--- config.mk ---
export PLATFORM = sky130hd
export DESIGN_NAME = uart_word_loader_flat
export DESIGN_NICKNAME = d
export VERILOG_FILES = /design/src/rtl/uart_word_loader_pkg.sv /design/src/rtl/uart_word_loader_if.sv /design/src/rtl/uart_word_loader_rx_byte.sv /design/src/rtl/uart_word_loader.sv /design/src/flat_wrapper.sv
export SDC_FILE = /design/constraint.sdc
export NUM_CORES = 1
export LEC_CHECK = 0
export BUFFER_PORTS_ARGS = -buffer_cell sky130_fd_sc_hd__buf_2
export CORE_MARGIN = 4
export CORE_UTILIZATION = 48
export CTS_BUF_LIST = sky130_fd_sc_hd__clkbuf_16
export CTS_CLUSTER_DIAMETER = 50
export DETAILED_ROUTE_END_ITERATION = 12
export GPL_ROUTABILITY_DRIVEN = 0
export PLACE_DENSITY_LB_ADDON = 0.1
export SETUP_SLACK_MARGIN = 0.2
export SLEW_MARGIN = 30
export SYNTH_ARGS = -nofsm -noshare
export SYNTH_HDL_FRONTEND = slang
export SYNTH_HIERARCHICAL = 1
export SYNTH_SLANG_ARGS = --single-unit
--- constraint.sdc ---
create_clock -name CLK -period 3.3 [get_ports CLK]
set_input_delay 0.66 -clock CLK [delete_from_list [all_inputs] [get_ports CLK]]
set_output_delay 0.66 -clock CLK [all_outputs]
set_load 0.005 [all_outputs]
--- src/rtl/uart_word_loader_pkg.sv ---
// Shared types and constants for the UART word loader.
// Holds the receiver state enum and byte/frame widths.
package uart_loader_pkg;

    localparam int UART_DATA_BITS = 8;
    localparam int BYTE_W         = 8;

    typedef enum logic [2:0] {
        RX_IDLE,
        RX_START,
        RX_DATA,
        RX_PAR,
        RX_STOP
    } rx_state_e;

endpackage

--- src/rtl/uart_word_loader_if.sv ---
// Word write bus from the loader to the CPU memories.
// WE strobe, WSEL memory select, WADDR word address, WDATA word.
interface uart_word_loader_if #(
    parameter int ADDR_W = 14,
    parameter int WORD_W = 32
);

    logic              WE;
    logic              WSEL;
    logic [ADDR_W-1:0] WADDR;
    logic [WORD_W-1:0] WDATA;

    modport master (output WE, WSEL, WADDR, WDATA);
    modport slave  (input  WE, WSEL, WADDR, WDATA);

endinterface

--- src/rtl/uart_word_loader_rx_byte.sv ---
// UART byte receiver: 2-flop synchronizer, frame FSM, baud counter.
// Ports: clk, rst_n (sync, active low), rx in; byte_valid/data/err/busy out.
// Optional even parity bit when UART_LOADER_PARITY_EN is defined.
module uart_rx_byte
    import uart_loader_pkg::*;
#(
    parameter int CLKS_PER_BIT = 2604
) (
    input  logic              clk,
    input  logic              rst_n,
    input  logic              rx,
    output logic              byte_valid,
    output logic [BYTE_W-1:0] data,
    output logic              err,
    output logic              busy
);

    localparam int CW = $clog2(CLKS_PER_BIT);
    localparam logic [CW-1:0] HALF = CW'(CLKS_PER_BIT / 2 - 1);
    localparam logic [CW-1:0] FULL = CW'(CLKS_PER_BIT - 1);

    logic              sync1;
    logic              rx_s;
    rx_state_e         state, state_n;
    logic [CW-1:0]     cnt, cnt_n;
    logic [2:0]        bit_idx, bit_n;
    logic [BYTE_W-1:0] shreg, sh_n;
    logic              tick;
`ifdef UART_LOADER_PARITY_EN
    logic              par_ok, par_n;
`endif

    assign tick = (cnt == '0);
    assign data = shreg;
    assign busy = (state != RX_IDLE);

    always_ff @(posedge clk) begin
        if (!rst_n) begin
            sync1   <= 1'b1;
            rx_s    <= 1'b1;
            state   <= RX_IDLE;
            cnt     <= '0;
            bit_idx <= '0;
            shreg   <= '0;
`ifdef UART_LOADER_PARITY_EN
            par_ok  <= 1'b0;
`endif
        end else begin
            sync1   <= rx;
            rx_s    <= sync1;
            state   <= state_n;
            cnt     <= cnt_n;
            bit_idx <= bit_n;
            shreg   <= sh_n;
`ifdef UART_LOADER_PARITY_EN
            par_ok  <= par_n;
`endif
        end
    end

    always_comb begin
        state_n    = state;
        cnt_n      = cnt;
        bit_n      = bit_idx;
        sh_n       = shreg;
        byte_valid = 1'b0;
        err        = 1'b0;
`ifdef UART_LOADER_PARITY_EN
        par_n      = par_ok;
`endif
        unique case (state)
            RX_IDLE: begin
                if (!rx_s) begin
                    state_n = RX_START;
                    cnt_n   = HALF;
                end
            end
            RX_START: begin
                if (!tick) begin
                    cnt_n = cnt - 1'b1;
                end else if (rx_s) begin
                    // start bit gone by mid-bit: treat as noise
                    state_n = RX_IDLE;
                end else begin
                    state_n = RX_DATA;
                    cnt_n   = FULL;
                    bit_n   = '0;
                end
            end
            RX_DATA: begin
                if (!tick) begin
                    cnt_n = cnt - 1'b1;
                end else begin
                    sh_n  = {rx_s, shreg[BYTE_W-1:1]};
                    cnt_n = FULL;
                    bit_n = bit_idx + 1'b1;
                    if (bit_idx == 3'(UART_DATA_BITS - 1)) begin
`ifdef UART_LOADER_PARITY_EN
                        state_n = RX_PAR;
`else
                        state_n = RX_STOP;
`endif
                    end
                end
            end
`ifdef UART_LOADER_PARITY_EN
            RX_PAR: begin
                if (!tick) begin
                    cnt_n = cnt - 1'b1;
                end else begin
                    par_n   = (rx_s == ^shreg);
                    cnt_n   = FULL;
                    state_n = RX_STOP;
                end
            end
`endif
            RX_STOP: begin
                if (!tick) begin
                    cnt_n = cnt - 1'b1;
                end else begin
                    state_n = RX_IDLE;
`ifdef UART_LOADER_PARITY_EN
                    if (rx_s && par_ok) byte_valid = 1'b1;
                    else                err        = 1'b1;
`else
                    if (rx_s) byte_valid = 1'b1;
                    else      err        = 1'b1;
`endif
                end
            end
            default: state_n = RX_IDLE;
        endcase
    end

endmodule

--- src/rtl/uart_word_loader.sv ---
// UART loader: packs bytes MSB-first into words, data memory before DELIM.
// Ports: CLK, INITIALIZE_N, UART_RX in; wr bus, FRAME_ERR, BUSY out.
// Define UART_LOADER_PARITY_EN for 11-bit frames with even parity.
module uart_word_loader
    import uart_loader_pkg::*;
#(
    parameter int CLKS_PER_BIT = 2604,
    parameter int WORD_BYTES   = 4,
    parameter int ADDR_W       = 14,
    parameter logic [8*WORD_BYTES-1:0] DELIM = '1
) (
    input  logic               CLK,
    input  logic               INITIALIZE_N,
    input  logic               UART_RX,
    uart_word_loader_if.master wr,
    output logic               FRAME_ERR,
    output logic               BUSY
);

    localparam int WORD_W = 8 * WORD_BYTES;

    logic              byte_valid;
    logic [BYTE_W-1:0] rx_data;
    logic              rx_err;
    logic [3:0]        byte_cnt;
    logic [WORD_W-1:0] word_next;
    logic [ADDR_W-1:0] addr;
    logic              we;
    logic              wsel;
    logic [ADDR_W-1:0] waddr;
    logic [WORD_W-1:0] wdata;
    logic              frame_err;

    uart_rx_byte #(
        .CLKS_PER_BIT(CLKS_PER_BIT)
    ) u_rx (
        .clk       (CLK),
        .rst_n     (INITIALIZE_N),
        .rx        (UART_RX),
        .byte_valid(byte_valid),
        .data      (rx_data),
        .err       (rx_err),
        .busy      (BUSY)
    );

    // Only the earlier bytes of a word need storing; the last one
    // arrives straight from the receiver.
    generate
        if (WORD_BYTES == 1) begin : g_one
            assign word_next = rx_data;
        end else begin : g_multi
            logic [WORD_W-BYTE_W-1:0] part;
            always_ff @(posedge CLK) begin
                if (!INITIALIZE_N)  part <= '0;
                else if (byte_valid) part <= word_next[WORD_W-BYTE_W-1:0];
            end
            assign word_next = {part, rx_data};
        end
    endgenerate

    always_ff @(posedge CLK) begin
        if (!INITIALIZE_N) begin
            byte_cnt  <= '0;
            addr      <= '0;
            we        <= 1'b0;
            wsel      <= 1'b0;
            waddr     <= '0;
            wdata     <= '0;
            frame_err <= 1'b0;
        end else begin
            we        <= 1'b0;
            frame_err <= rx_err;
            if (rx_err) begin
                byte_cnt <= '0;
            end else if (byte_valid) begin
                if (byte_cnt == 4'(WORD_BYTES - 1)) begin
                    byte_cnt <= '0;
                    if (!wsel && word_next == DELIM) begin
                        wsel <= 1'b1;
                        addr <= '0;
                    end else begin
                        we    <= 1'b1;
                        waddr <= addr;
                        wdata <= word_next;
                        addr  <= addr + 1'b1;
                    end
                end else begin
                    byte_cnt <= byte_cnt + 1'b1;
                end
            end
        end
    end

    assign wr.WE     = we;
    assign wr.WSEL   = wsel;
    assign wr.WADDR  = waddr;
    assign wr.WDATA  = wdata;
    assign FRAME_ERR = frame_err;

endmodule
--- src/flat_wrapper.sv ---
// flat-port wrapper written by rule: the top's interface ports become plain ports
module uart_word_loader_flat import uart_loader_pkg::*;
#(
    parameter int CLKS_PER_BIT = 2604,
    parameter int WORD_BYTES   = 4,
    parameter int ADDR_W       = 14,
    parameter logic [8*WORD_BYTES-1:0] DELIM = '1
)
  (CLK, INITIALIZE_N, UART_RX, FRAME_ERR, BUSY, wr_WE, wr_WSEL, wr_WADDR, wr_WDATA);
  uart_word_loader_if #(.ADDR_W(ADDR_W)) wr_i ();
  input  logic CLK;
  input  logic INITIALIZE_N;
  input  logic UART_RX;
  output logic FRAME_ERR;
  output logic BUSY;
  output wire logic [$bits(wr_i.WE)-1:0] wr_WE;
  output wire logic [$bits(wr_i.WSEL)-1:0] wr_WSEL;
  output wire logic [$bits(wr_i.WADDR)-1:0] wr_WADDR;
  output wire logic [$bits(wr_i.WDATA)-1:0] wr_WDATA;
  assign wr_WE = wr_i.WE;
  assign wr_WSEL = wr_i.WSEL;
  assign wr_WADDR = wr_i.WADDR;
  assign wr_WDATA = wr_i.WDATA;
  uart_word_loader #(.CLKS_PER_BIT(CLKS_PER_BIT), .WORD_BYTES(WORD_BYTES), .ADDR_W(ADDR_W), .DELIM(DELIM)) u_core (.CLK(CLK), .INITIALIZE_N(INITIALIZE_N), .UART_RX(UART_RX), .wr(wr_i), .FRAME_ERR(FRAME_ERR), .BUSY(BUSY));
endmodule
==> summary.txt <==
Run status
  • Status: completed

Yosys
  • Syn. warnings: 6
  • Synth Instances: just over 600
  • Distinct cells, synth: 71
  • Post-synth EDFFs: 0
  • #FFs+latches synth: 119
  • Syn avg cell area: between 9 and 10 sq um
  • Most used DFF post-synth: dfxtp_1
  • Synth async-reset ratio: 0
  • Top cells by area, synth: dfxtp_1, mux2i_1, nand2_1
  • Top-area cell type share of the netlist area: 0.4360
  • Cell area after synthesis: between 0.005 and 0.006 sq mm
  • Register area share after synthesis: 0.4360
  • Cell taking the most area after synthesis: dfxtp_1
  • Mapped Nets: 614

Clocking
  • # H-tree levels: 4
  • CTS sink cnt: 119
  • Clock Tree Root: clkbuf_16
  • Worst-Skew Late Latency: 0.40 ns
  • CTS max path bufs: 2
  • Total CTS buffers: 17
  • Hold buffer count at cts: 0
  • CTS tree: done
  • Reg clk slew, reported paths: roughly 0.05 ns

Critical path
  • Cell depth of the worst setup path: 11
  • Arrival time at the worst endpoint: about 3.3 ns
  • Crit path kind: reg2reg
  • R2R setup slack: 0.37 ns
  • Worst-path fanout max: 9
  • Delay of the slowest critical-path stage: 0.60 ns
  • Worst reg-to-reg path cell count: 11
  • Crit-path leading delay family: simple AND/OR/NAND/NOR gates
  • CP Cell Sequence: inv_1 > ha_1 > or4b_4 > nor3_4 > nand2_1 > nor2_2 > nand4bb_1 > buf_4 > nor3_1 > or4b_2 > a21oi_1
  • CP endpoint kind: flip-flop
  • CP required: 3.63 ns
  • Crit start category: flip-flop
  • Crit path buf inv count: 2
  • Critical path's slowest cell: or4b_2

Route
  • Total Wirelength: between 10 and 15 mm
  • Routed wire per std cell: 15.61 microns
  • Iteration-0 DRC Markers: 256
  • Vias: 4529
  • DRC viols: 0
  • DRT Pass-1 Iters: 4
  • Remaining antenna violation count: 0
  • Vias/cell: 5.647

Power and ir drop
  • Switch share: 0.2353
  • Combinational share of power: 0.082
  • Clock share of power: 0.505
  • Peak supply drop: 0.0003594 V
  • Register share of total power: 0.413
  • Switching pwr: 843.8 uW
  • Pwr Density: 557.3 mW/mm^2
  • Pint: 2743 uW
  • Lkg Pwr: 0.002297 uW

Global route
  • Grt total ovfl: 0
  • Global Route Usage Sum: 0.1925
  • Vias in the first global route: 4235
  • Initial antenna violation count: 0
  • First-pass GRT wire length: 20.53 mm
  • Largest net degree at the start of global routing: 57

Die
  • Initial Util: 0.4975
  • Core Area: 0.01098 sq mm
  • Die height: 114.7 microns
  • Die Area: 0.01315 sq mm
  • Die X: 114.7 microns
  • Std-Cell Rows: 38
  • Num ports: 53

Timing
  • Relative slew margins: 0.4628
  • Max Clock Skew: around 0.0086 ns
  • Finish-stage setup viols: 0
  • Setup TNS: 0 ns
  • RSZ-0062 raised after global routing: no
  • Max Slew Vio Count: 0
  • Slew of the pin with the lowest slew margin: 0.7984 ns
  • Final Hold Vio Count: 0
  • Worst Hold Slack: 0.4160 ns
  • Period Utilization, post-route: 0.8894
  • Max Fclk: ~0.34 GHz
  • Min cycle time layout: 2.935 ns

Placement
  • Placed instance area: just under 0.006 sq mm
  • Hpwl dp: 8.132 mm
  • Number of port buffers: 52

Cells and area
  • Commonest non-fill, non-tap cell in the layout: nand2_1
  • Area Overhead vs Synth: 17.77%
  • Design area: about 0.0064 sq mm
  • Diode count: 0
  • Commonest non-fill, non-tap cells in the layout: nand2_1, dfxtp_1, mux2i_1
  • Fraction of layout cells with a size suffix above 1: 0.1813
  • Nets: between 600 and 700
  • # fillers: 970

Job
  • Max cap viols: 0

Min path
  • Hold Path Class: reg2reg
  • Hold path depth: 1
[cells in the mapped netlist (all sizes together) (2+ instances only)]
cell type and count:
and2 2, o21ai 12, a31o 2, o221ai 5, o311ai 9, a31oi 6, o41ai 3, xnor2 3
o211a 2, or4b 2, nor3b 4, mux2i 71, a21oi 12, nor4 12, nor2b 4, or4 4
nor2 45, xor2 2, clkbuf 26, nand2 123, ha 6, dfxtp 119, o31ai 3, o21a 3
nand4b 3, nand3 13, o22ai 2, a21boi 12, a2111oi 2, o221a 4, inv 10, nand2b 6
a22oi 2, or3 7, nand4 13, nor4b 2, buf 14, nor3 19
[timing repair]
action                                  in CTS  in global routing
pin swaps                                    0                  1
gates resized for setup                      1                  1
buffers inserted                             0                  2
cloned                                       0                  1
endpoints found under the setup margin      37                 44
[path summary, 6_finish.rpt]
path                                                      start                           end
worst min register to register     u_core/u_rx/sync1$_SDFF_PN1_   u_core/u_rx/rx_s$_SDFF_PN1_
worst min-delay path               u_core/u_rx/sync1$_SDFF_PN1_   u_core/u_rx/rx_s$_SDFF_PN1_
worst max register to register  u_core/u_rx/cnt[0]$_SDFFE_PN0P_  u_core/addr[12]$_SDFFE_PN0P_
worst max-delay path            u_core/u_rx/cnt[0]$_SDFFE_PN0P_  u_core/addr[12]$_SDFFE_PN0P_
[layout make-up]
type | instances | area (sq um) | share of cell area
Timing Repair Buffer | 66 | 397.9 | 0.06183
Clock buffer | 17 | 425.4 | 0.06611
Sequential cell | 119 | 2382 | 0.3702
Clock inverter | 14 | 158.9 | 0.02469
Multi-Input combinational cell | 436 | 2858 | 0.4441
Tap cell | 140 | 175.2 | 0.02722
Inverter | 10 | 37.54 | 0.005833
[power groups by stage]
stage	Clock, uW	Sequential (uW)	Combinational (uW)
after floorplan	0	1500	229
after CTS	1840	1480	278
after detailed placement	0	1510	277
after global routing	1910	1480	320
after global placement	0	1510	274
final	1810	1480	294
[sequential cells by signal, indices dropped and copies added (netlist names), 3 cells and up]
| signal | flops |
|---|---|
| u_core/u_rx/cnt | 12 |
| u_core/u_rx/bit_idx | 3 |
| u_core/g_multi.part | 24 |
| u_core/wr.WDATA | 32 |
| u_core/wr.WADDR | 14 |
| u_core/u_rx/data | 8 |
| u_core/byte_cnt | 4 |
| u_core/addr | 14 |
| u_core/u_rx/state | 3 |
[stage by stage]
| step | std cells | total power (uW) | setup WS, ns | util |
|---|---|---|---|---|
| 6_report | 802 | 3586 | 0.3651 | 0.5859 |
| 5_1_grt | 802 | 3718 | 0.1937 | 0.5859 |
| 4_1_cts | 799 | 3603 | 0.2265 | 0.5820 |
| 3_5_place_dp | 768 | 1788 | 0.1585 | 0.5288 |
| 3_3_place_gp | 768 | 1784 | 0.2587 | 0.5288 |
| 2_1_floorplan | 605 | 1733 | 0.4185 | - |
[per-layer routing]
layer  wire [microns]  vias to the layer above  global-route usage
met4              149                        0             0.07433
met3              527                       13             0.04281
li1                 -                     2265                   -
met2             5876                      102              0.2996
met1             5963                     2149              0.2607
met5                0                        -                   0
[logic make-up after synthesis]
group | share of synthesized area
compound gates | 0.1266
xor+xnor | 0.008016
fa+ha+maj | 0.01374
buf+inv | 0.04465
flops | 0.4360
mux | 0.1321
simple gates | 0.2388
(Power assumes the default switching activity.)
